==> src/rtl/uart_pkg.sv <==
// Shared UART definitions: receive FSM states, oversampling ratio and the
// mid-bit sample points used for majority voting.
package uart_pkg;

    typedef enum logic [2:0] {
        IDLE,
        START,
        DATA,
        STOP,
        WAIT_IDLE
    } rxState_e;

    localparam int OVS   = 16;
    localparam int OVS_W = $clog2(OVS);

    localparam logic [OVS_W-1:0] SMP_FIRST = OVS_W'(7);
    localparam logic [OVS_W-1:0] SMP_MID   = OVS_W'(8);
    localparam logic [OVS_W-1:0] SMP_LAST  = OVS_W'(9);
    localparam logic [OVS_W-1:0] OVS_LAST  = OVS_W'(OVS - 1);

    function automatic logic maj3(input logic a, input logic b, input logic c);
        return (a & b) | (a & c) | (b & c);
    endfunction

endpackage

==> src/rtl/sync_fifo.sv <==
// Show-ahead synchronous FIFO: rdData always presents the head entry, and an
// extra pointer MSB distinguishes full from empty.
module sync_fifo #(
    parameter int WIDTH = 8,
    parameter int DEPTH = 16
) (
    input  logic             clk,
    input  logic             rst_n,
    input  logic             wrEn,
    input  logic [WIDTH-1:0] wrData,
    input  logic             rdEn,
    output logic [WIDTH-1:0] rdData,
    output logic             empty,
    output logic             overflow
);

    localparam int AW = $clog2(DEPTH);

    logic [AW:0]      wrPtr;
    logic [AW:0]      rdPtr;
    logic [WIDTH-1:0] mem [DEPTH];
    logic             full;
    logic             doPush;
    logic             doPop;

    assign empty  = (wrPtr == rdPtr);
    assign full   = (wrPtr[AW] != rdPtr[AW]) && (wrPtr[AW-1:0] == rdPtr[AW-1:0]);
    assign doPop  = rdEn && !empty;
    // A pop in the same cycle frees the slot, so a write into a full FIFO still lands.
    assign doPush = wrEn && (!full || doPop);
    assign rdData = mem[rdPtr[AW-1:0]];

    always_ff @(posedge clk or negedge rst_n) begin
        if (!rst_n) begin
            wrPtr    <= '0;
            rdPtr    <= '0;
            overflow <= 1'b0;
            for (int i = 0; i < DEPTH; i++) begin
                mem[i] <= '0;
            end
        end else begin
            overflow <= wrEn && full && !doPop;
            if (doPush) begin
                mem[wrPtr[AW-1:0]] <= wrData;
                wrPtr              <= wrPtr + (AW+1)'(1);
            end
            if (doPop) begin
                rdPtr <= rdPtr + (AW+1)'(1);
            end
        end
    end

endmodule

==> src/rtl/uart_rx_v2.sv <==
// UART receiver: 2-flop synchronizer, 16x oversampling with 3-sample majority
// voting per bit, and a show-ahead byte FIFO toward the consumer.
module uart_rx_v2
    import uart_pkg::*;
#(
    parameter int CLK_FREQ   = 50_000_000,
    parameter int BAUD       = 115200,
    parameter int FIFO_DEPTH = 16
) (
    input  logic       clk,
    input  logic       rst_n,
    input  logic       rx_p,
    output logic [7:0] dout,
    output logic       rx_valid,
    input  logic       rd_en,
    output logic       frame_err,
    output logic       overrun
);

    localparam int DIV   = (CLK_FREQ + BAUD * 8) / (BAUD * 16);
    localparam int DIV_W = $clog2(DIV) + 1;

    rxState_e         state;
    logic             rxMeta;
    logic             rxs;
    logic [DIV_W-1:0] divCnt;
    logic [OVS_W-1:0] sampleCnt;
    logic [2:0]       bitIdx;
    logic [7:0]       shiftReg;
    logic             smp7;
    logic             smp8;
    logic             pushEn;
    logic [7:0]       pushData;
    logic             frameErr;
    logic             fifoEmpty;
    logic             tick;
    logic             maj;

    assign tick = (divCnt == DIV_W'(DIV - 1));
    assign maj  = maj3(smp7, smp8, rxs);

    always_ff @(posedge clk or negedge rst_n) begin
        if (!rst_n) begin
            rxMeta <= 1'b1;
            rxs    <= 1'b1;
        end else begin
            rxMeta <= rx_p;
            rxs    <= rxMeta;
        end
    end

    always_ff @(posedge clk or negedge rst_n) begin
        if (!rst_n) begin
            state     <= IDLE;
            divCnt    <= '0;
            sampleCnt <= '0;
            bitIdx    <= '0;
            shiftReg  <= '0;
            smp7      <= 1'b1;
            smp8      <= 1'b1;
            pushEn    <= 1'b0;
            pushData  <= '0;
            frameErr  <= 1'b0;
        end else begin
            pushEn   <= 1'b0;
            frameErr <= 1'b0;
            divCnt   <= tick ? '0 : divCnt + DIV_W'(1);
            if (tick && sampleCnt == SMP_FIRST) smp7 <= rxs;
            if (tick && sampleCnt == SMP_MID)   smp8 <= rxs;
            if (tick) sampleCnt <= sampleCnt + OVS_W'(1);

            unique case (state)
                IDLE: begin
                    sampleCnt <= '0;
                    // Restarting the divider here phase-locks sampling to the start edge.
                    if (!rxs) begin
                        state  <= START;
                        divCnt <= '0;
                    end
                end
                START: if (tick) begin
                    if (sampleCnt == SMP_LAST && maj) begin
                        state <= IDLE;
                    end else if (sampleCnt == OVS_LAST) begin
                        state  <= DATA;
                        bitIdx <= '0;
                    end
                end
                DATA: if (tick) begin
                    if (sampleCnt == SMP_LAST) shiftReg <= {maj, shiftReg[7:1]};
                    if (sampleCnt == OVS_LAST) begin
                        if (bitIdx == 3'd7) state  <= STOP;
                        else                bitIdx <= bitIdx + 3'd1;
                    end
                end
                STOP: if (tick && sampleCnt == SMP_LAST) begin
                    // Leaving mid stop bit lets a back-to-back start edge be caught.
                    if (maj) begin
                        pushEn   <= 1'b1;
                        pushData <= shiftReg;
                        state    <= IDLE;
                    end else begin
                        frameErr <= 1'b1;
                        state    <= WAIT_IDLE;
                    end
                end
                WAIT_IDLE: if (rxs) state <= IDLE;
                default: state <= IDLE;
            endcase
        end
    end

    // Consumer handshake: a byte transfers on every clk edge where rx_valid and
    // rd_en are both high; dout holds the head byte steady until then.
    sync_fifo #(
        .WIDTH (8),
        .DEPTH (FIFO_DEPTH)
    ) rxFifo (
        .clk      (clk),
        .rst_n    (rst_n),
        .wrEn     (pushEn),
        .wrData   (pushData),
        .rdEn     (rd_en),
        .rdData   (dout),
        .empty    (fifoEmpty),
        .overflow (overrun)
    );

    assign rx_valid  = !fifoEmpty;
    assign frame_err = frameErr;

endmodule

==> config.mk <==
export PLATFORM = sky130hd
export DESIGN_NAME = uart_rx_v2
export DESIGN_NICKNAME = d
export VERILOG_FILES = /design/src/rtl/uart_pkg.sv /design/src/rtl/sync_fifo.sv /design/src/rtl/uart_rx_v2.sv
export SDC_FILE = /design/constraint.sdc
export NUM_CORES = 1
export LEC_CHECK = 0
export CAP_MARGIN = 20
export CORE_MARGIN = 2
export CORE_UTILIZATION = 40
export DETAILED_ROUTE_END_ITERATION = 7
export SYNTH_ARGS = -nofsm -noshare
export SYNTH_HDL_FRONTEND = slang
export SYNTH_SLANG_ARGS = --single-unit
==> constraint.sdc <==
create_clock -name clk -period 3 [get_ports clk]
set_clock_uncertainty 0.2 [all_clocks]
set_input_delay 0.6 -clock clk [delete_from_list [all_inputs] [get_ports clk]]
set_output_delay 0.6 -clock clk [all_outputs]
set_load 0.01 [all_outputs]
==> reports/qor.csv <==
metric,value,unit
Netlist cell types,49,
Syn Std Cell Area,8310,um2
post-place setup slack,0.130,ns
Via density,5.47,
Crit Path Category,reg2out,
CP max-delay cell,mux4_2,
crit path capture type,primary output,
outcome,completed,
Max Freq,339,MHz
FP Rows,52,
share of cells above drive strength 1,50.4,%
Worst Setup SP,rxFifo.rdPtr[0],
crit path DAT,2.15,ns
DR WL/cell,20.9,um
clk slew on worst S/H paths,0.07,ns
Post-synth EDFFs,0,
Final WS setup,0.0534,ns
Final Instance Count excl. Fillers,893,
cell taking the most area after synthesis,dfrtp_1,
TritonCTS clock tree,done,
fin. max-slew vios,0,
die area,21900,um2
Hold/Removal Path Class,in2async,
placed cells,848,
vias in the first global route,5138,
Worst VDD drop,0.405,mV
DRT antenna net count,0,
Port Buf Inserts,14,
WL final,18700,um
crit-path max FO,5,
total congestion overflow,0,
I/O pin count,15,
Synth async-reset ratio,100,%
first-pass GRT wire length,30000,um
Yosys Warn Count,0,
Avg Inst Size Synth,14.7,um2
power after layout,5.86,mW
Rel. slew slack,53.6,%
Final Hold Viols,0,
drt pass-1 iters,4,
nets,626,
largest net degree at the start of global routing,73,
Final GP Congestion,0.793,
share of the synthesized area in the top cell type,52.1,%
Multi-input gate area,3760,um2
crit path cell chain,buf_4 > buf_12 > buf_16 > mux4_2 > a22oi_2 > nand2_1 > clkdlybuf4s15_2,
Final min period,2.95,ns
Starting Density,40.9,%
Leak,4.46,nW
"Seq/Total Area, Yosys",53.4,%
register area,4440,um2
Initial DRC Count,215,
reg-to-reg startpoint,rxFifo.rdPtr[0],
Setup TNS Final,0,ns
Fillers,1786,
ANT cells,0,
Area Growth Syn to Fin,17.5,%
Core Area,20300,um2
dpl cell area,8990,um2
"setup slack, reg-to-reg",0.31,ns
Crit path largest cell delay,0.44,ns
RSZ-0062 raised after global routing,true,
Syn Nets,580,
WP data required,2.20,ns
crit share post-route,98.2,%
Post-synth top flop,dfrtp_1,
number of max-cap violations,0,
Clock Path Buffers,2,
startpoint types,flop,
"top cells by area, synth","dfrtp_1, mux2_2, mux4_2, ha_1, a211oi_2",
Num CTS Buffers,17,
Overall Global Routing Usage,18.1,%
CTS root buf,clkbuf_16,
Die X,148,um
Hold Buf Count CTS,0,
initial antenna violation count,0,
Worst-Margin Slew,0.696,ns
Worst-Skew Late Latency,0.43,ns
Final setup violation count,0,
Clock Sinks,177,
Post-DP HPWL,11800,um
#FFs+latches synth,177,
Post-Syn Instances,564,
Final Cell Area,9760,um2
# DRC,0,
Vias,4885,
Power per Cell Area,600,nW/um2
die height,148,um
CTS H-tree depth,4,
worst max-delay path: cells and delay by family (launching register included):
kind | cells | cell delay [ns]
multiplexers | 1 | 0.44
buffers and inverters | 4 | 0.65
AND/OR/NAND/NOR | 1 | 0.09
AO/OA/AOI/OAI | 1 | 0.13
flip-flops | 1 | 0.42
logic make-up (layout without fill, tap and decap cells):
logic type	Yosys count	count (layout)	share of synthesized area [%]
fa+ha+maj	13	13	1.93
compound gates	51	51	6.22
buf+inv	44	103	2.44
simple gates	75	75	4.73
xor+xnor	22	22	2.32
flops	177	177	53.4
mux	182	182	29.0
placed cells by master, fill, tap and decap left out, drive strengths merged, types with 5 or more instances in the layout:
cell type | synthesis | routed
mux2 | 150 | 150
nand3 | 6 | 6
dfrtp | 173 | 173
xnor2 | 14 | 14
ha | 12 | 12
inv | 9 | 16
clkbuf | 18 | 21
a21oi | 5 | 5
a211oi | 14 | 14
buf | 17 | 52
clkinv | 0 | 7
xor2 | 8 | 8
mux4 | 32 | 32
nor3 | 7 | 7
nor2 | 16 | 16
a22oi | 16 | 16
nand2 | 20 | 20
sequential cells by signal (all words and copies together), names as in the netlist:
signal           count
divCnt               6
shiftReg             8
rxs                  1
bitIdx               3
rxFifo.mem         128
state                3
frame_err            1
smp7                 1
rxFifo.wrPtr         5
smp8                 1
pushData             8
pushEn               1
rxMeta               1
sampleCnt            4
rxFifo.overflow      1
rxFifo.rdPtr         5
power by group:
| group | leakage (nW) | internal [mW] | switching, mW | total, mW |
|---|---|---|---|---|
| clock network | 0.275 | 1.09 | 1.03 | 2.11 |
| logic | 1.78 | 0.594 | 0.672 | 1.27 |
| registers | 2.41 | 2.42 | 0.0555 | 2.48 |
layout make-up:
class / count / share of cell area, %
well taps: 270 / 3.46
flip-flops and latches: 177 / 45.4
clock inverters: 15 / 1.31
inverters: 9 / 0.346
repair buffers: 62 / 6.52
clock buffers: 17 / 4.36
multi-input cells: 343 / 38.6
worst paths after layout:
path	cells after the start	endpoint
hold reg to reg	0	rxs
max in group asynchronous	2	rxFifo.mem[107]
min in group clk	0	rxs
hold / removal	1	divCnt[1]
setup reg to reg	9	rxFifo.mem[107]
setup / recovery	7	dout[0]
timing repair:
item | in CTS | in global routing
cloned | 2 | 1
buffers inserted | 8 | 2
pin swaps | 3 | 7
endpoints found under the setup margin | 8 | 7
gates resized for setup | 31 | 18
stage by stage:
step / util [%] / hold slack (ns)
finish: 48.1 / 0.00278
global route: 48.1 / 0.0444
CTS: 47.8 / 0.0213
detailed placement: 44.3 / 0.152
global placement: 44.3 / 0.151
floorplan: - / 0.104
layer usage:
layer | vias up | global-route usage (%) | part of all wire [%]
met5 | - | 0 | 0
met3 | 26 | 3.56 | 2.4
met2 | 66 | 29.0 | 48
met1 | 2623 | 25.2 | 47
li1 | 2170 | - | -
met4 | 0 | 5.76 | 1.8
cells in the mapped netlist (8+ instances only):
cell      count
buf_2         9
a211oi_2     11
a22oi_1      16
ha_1         12
xor2_1        8
mux4_2       32
nor2_1       16
nand2_1      20
mux2_2      148
xnor2_1      14
inv_1         9
dfrtp_1     173
clkbuf_1     18
(Power assumes the default switching activity.)
